File: src/rtl/req_arbiter_4.sv
// Round-robin arbiter for four requesters with a per-grant hold limit.
// A decoder on the granted index drives the one-hot grant, and a mux on the same index steers that requester's data out.
module req_arbiter_4 #(
   parameter int DATA_W   = 8,
   parameter int MAX_HOLD = 15
) (
   input  logic                  i_clk,
   input  logic                  i_rst_n,
   input  logic [3:0]            i_req,
   input  logic [3:0]            i_done,
   input  logic [4*DATA_W-1:0]   i_data_in,
   output logic [3:0]            o_grant,
   output logic [1:0]            o_gnt_idx,
   output logic                  o_gnt_valid,
   output logic [DATA_W-1:0]     o_data_out,
   output logic                  o_timeout
);
   localparam int NUM_LANES = 4;
   localparam int CNT_W     = $clog2(MAX_HOLD + 1);
   localparam logic [CNT_W-1:0] HOLD_LAST = CNT_W'(MAX_HOLD - 1);

   typedef enum logic {IDLE, BUSY} state_t;

   state_t                           r_state;
   logic [1:0]                       r_ptr;
   logic [1:0]                       r_gnt_idx;
   logic [CNT_W-1:0]                 r_cnt;
   logic                             r_timeout;

   logic [1:0]                       w_pick;
   logic                             w_user_rel;
   logic                             w_limit;
   logic [NUM_LANES-1:0][DATA_W-1:0] w_words;

   assign w_words = i_data_in;

   // Scan downward from ptr+3, so the requester closest to ptr is the last to overwrite w_pick.
   always_comb begin
      w_pick = r_ptr;
      for (int k = NUM_LANES - 1; k >= 0; k--)
         if (i_req[r_ptr + 2'(k)]) w_pick = r_ptr + 2'(k);
   end

   assign w_user_rel = i_done[r_gnt_idx] | ~i_req[r_gnt_idx];
   assign w_limit    = (r_cnt == HOLD_LAST);

   always_ff @(posedge i_clk) begin
      if (!i_rst_n) begin
         r_state   <= IDLE;
         r_ptr     <= 2'd0;
         r_gnt_idx <= 2'd0;
         r_cnt     <= '0;
         r_timeout <= 1'b0;
      end else begin
         case (r_state)
            IDLE: begin
               r_timeout <= 1'b0;
               if (|i_req) begin
                  r_gnt_idx <= w_pick;
                  r_cnt     <= '0;
                  r_state   <= BUSY;
               end
            end
            BUSY: begin
               if (w_user_rel || w_limit) begin
                  r_state   <= IDLE;
                  r_ptr     <= r_gnt_idx + 2'd1;
                  // A release by the owner wins over the limit on the same edge.
                  r_timeout <= ~w_user_rel;
               end else begin
                  r_cnt     <= r_cnt + CNT_W'(1);
                  r_timeout <= 1'b0;
               end
            end
         endcase
      end
   end

   assign o_gnt_valid = (r_state == BUSY);
   assign o_gnt_idx   = r_gnt_idx;
   assign o_timeout   = r_timeout;

   for (genvar g = 0; g < NUM_LANES; g++) begin : g_dec
      assign o_grant[g] = o_gnt_valid && (r_gnt_idx == 2'(g));
   end

   assign o_data_out = o_gnt_valid ? w_words[r_gnt_idx] : '0;

endmodule

File: config.mk
export PLATFORM = sky130hd
export DESIGN_NAME = req_arbiter_4
export DESIGN_NICKNAME = d
export VERILOG_FILES = /design/src/rtl/req_arbiter_4.sv
export SDC_FILE = /design/constraint.sdc
export NUM_CORES = 1
export LEC_CHECK = 0
export ABC_AREA = 1
export BUFFER_PORTS_ARGS = -buffer_cell sky130_fd_sc_hd__buf_2
export CAP_MARGIN = 15
export CORE_ASPECT_RATIO = 1.2
export CORE_MARGIN = 1.5
export CORE_UTILIZATION = 40
export CTS_CLUSTER_DIAMETER = 80
export CTS_CLUSTER_SIZE = 30
export DETAILED_ROUTE_END_ITERATION = 10
export HOLD_SLACK_MARGIN = 0.15
export PLACE_DENSITY = 0.82
export SYNTH_ARGS = -nofsm -noshare
export SYNTH_HDL_FRONTEND = slang
export SYNTH_SLANG_ARGS = --single-unit
File: constraint.sdc
create_clock -name i_clk -period 1.4 [get_ports i_clk]
set_input_delay 0.28 -clock i_clk [delete_from_list [all_inputs] [get_ports i_clk]]
set_output_delay 0.28 -clock i_clk [all_outputs]
set_load 0.01 [all_outputs]
==> impl_metrics.yaml <==
outcome:
  status: "finished with violations"
  violations: "negative setup slack"
cts:
  clk_latency_ns: 0.26
  clock-root-buffer: "clkbuf_4"
  cts_sinks: 10
  tritoncts: "yes"
  htreeDepth: 1
  cts-buffers-inserted: 3
  ctsHoldBuffers: 0
  clk_pin_slew_ns: 0.07
  cts_buffer_depth: 2
sta:
  final.setup.tns_ns: -1.64
  finalSetupViolations: 13
  hold_viol: 0
  fmax_mhz: 603
  slew_violations: 0
  tightest_slew_ns: 0.383
  finalWorstSetupSlack_ns: -0.258
  finalCriticalPeriod_ns: 1.66
  relSlewSlack_pct: 74.5
  post-route-period-util_pct: 118
  rsz0062_at_grt: "yes"
  finClkSkew_ns: 0.000673
layout:
  finalNetCount: 298
  final_core_util_pct: 62.3
  drive_above_1_share_pct: 42.6
  area_growth_pct: 45.5
  diodes: 0
worst_setup_path:
  critPathMaxFanout: 5
  cp.arrival_ns: 1.38
  startpoint_type: "flop"
  required_ns: 1.12
  endpoint_kind: "primary output"
  worstSetupPathType: "reg2out"
min_path:
  hp-class: "in2reg"
placement:
  io_buffers: 57
  place_ws_ns: 0.0292
  dpl.hpwl_mm: 2.33
  place_congestion: 0.781
drt:
  drt-initial-drc-count: 48
  dr.pass1.iters: 4
  postRouteWirelength_mm: 3.32
  vias: 1397
  route.detailed.drc: 0
  detail_route.vias_per_cell: 4.95
  ant_nets: 0
  wl_per_cell_um: 11.8
pwr:
  total_leakage_power_nw: 0.866
  p_per_area_nw_per_um2: 1050
  vdd_ir_drop_max_v: 0.000518
  total_power_w: 0.00167
synth:
  avgSynthCellArea_sq_um: 5.97
  netlist_area_sq_um: 1090
  ys_warn_count: 0
  synth_area_leaders: "dfxtp_1 (18%), nand2_1 (14%), nor2_1 (12%), o21ai_0 (10%), ha_1 (6.9%)"
  synth-edff-count: 0
  ys_top_cells_by_count: "nand2_1 (41), nor2_1 (35), o21ai_0 (22)"
  ys_types: 27
  synth-seq-area-share_pct: 18.3
  synth.net_count: 231
  ys_ff_latch: 10
  synthCells: 183
  synth_most_common_cell: "nand2_1"
  netlist.area_leader.share_pct: 18.3
  synth_ff_type: "dfxtp_1"
  synth_async_sr_flop_share_pct: 0
  yosysTopAreaCell: "dfxtp_1"
die:
  initial_core_util_pct: 42.8
  rows: 20
  fp.dieH_um: 60.2
  dieWidth_um: 50.7
  io_pins: 58
  core_area_sq_um: 2550
  dieArea_sq_um: 3050
global_route:
  track_usage_pct: 21.4
  use_met2_pct: 38.5
  grt-ovfl-total: 0
  met1_usage_pct: 26.2
  busiest_layer: "met2"
  grt_pass1_vias: 1200
  grt_pass1_wl_mm: 5.17
  met3_usage_pct: 3.00
  antenna_found_initial: 0
  grt_max_degree: 22
job:
  max_cap_viol_count: 0
[worst max-delay path, stage by stage, from the launching register on]
cell and delay, ns:
dfxtp_4 0.39, buf_6 0.13, nor2_1 0.05, nor2_1 0.07, o21ai_0 0.08, a21oi_1 0.20, buf_2 0.18
[routing by layer]
| metal | vias up | share of wire, % |
|---|---|---|
| met4 | 0 | 2.1 |
| met5 | - | 0 |
| li1 | 726 | - |
| met2 | 57 | 53 |
| met3 | 9 | 5.9 |
| met1 | 605 | 39 |
[cell type report]
class | instances | area [sq um]
timing repair buffer | 70 | 410
inverter | 19 | 78.8
tap | 33 | 41.3
multi-input combinational | 146 | 815
fill | 258 | 963
sequential | 10 | 208
clock buffer | 4 | 36.3
[flip-flops by register name, summed over array words and instances (netlist names)]
register / cells
o_gnt_idx: 2
o_gnt_valid: 1
o_timeout: 1
r_cnt: 4
r_ptr: 2
[placed cells by master, fill, tap and decap left out, types with 6 or more instances in the layout]
master,netlist,routed
o21ai_1,1,11
dfxtp_1,10,6
nand2_1,41,37
ha_1,6,6
inv_1,15,15
nor2_1,35,32
buf_2,4,57
a21oi_1,14,11
buf_4,0,8
o21ai_0,22,12
nand3_2,3,6
[kinds of logic after synthesis]
group           after synthesis  share of synthesized area (%)
compound gates               39                           18.3
xor+xnor                      2                           1.60
fa+ha+maj                     6                           6.87
buf+inv                      27                           12.0
flops                        10                           18.3
simple gates                 99                           42.8
[path summary, 6_finish.rpt]
check	start	endpoint	slack, ns	depth (start not counted)
setup reg to reg	o_gnt_idx[0]	r_cnt[0]	-0.01	9
hold reg to reg	r_cnt[3]	r_cnt[3]	0.53	2
setup / recovery	o_gnt_idx[0]	o_data_out[5]	-0.26	6
hold / removal	i_rst_n	r_ptr[0]	0.30	3
[where the power goes]
| group | internal [W] | switching [W] | leakage (nW) |
|---|---|---|---|
| combinational | 0.000443 | 0.000596 | 0.762 |
| clock | 0.000158 | 0.000100 | 0.0210 |
| sequential | 0.000327 | 0.0000439 | 0.0836 |
| total | 0.000928 | 0.000740 | 0.866 |
[repair_timing]
action	in CTS	in global routing
endpoints found under the hold margin	0	0
endpoints found under the setup margin	12	19
pin swaps	9	14
cloned	1	0
resized for setup	13	23
setup buffers	1	4
[per-stage QoR]
step                hold slack, ns  std cells  instance area, sq um
CTS                          0.305        279                  1500
finish                       0.303        282                  1590
floorplan                    0.418        183                  1090
detailed placement           0.500        273                  1440
global placement             0.492        273                  1440
global route                 0.299        282                  1590
Power figures use the tool's default switching activity.
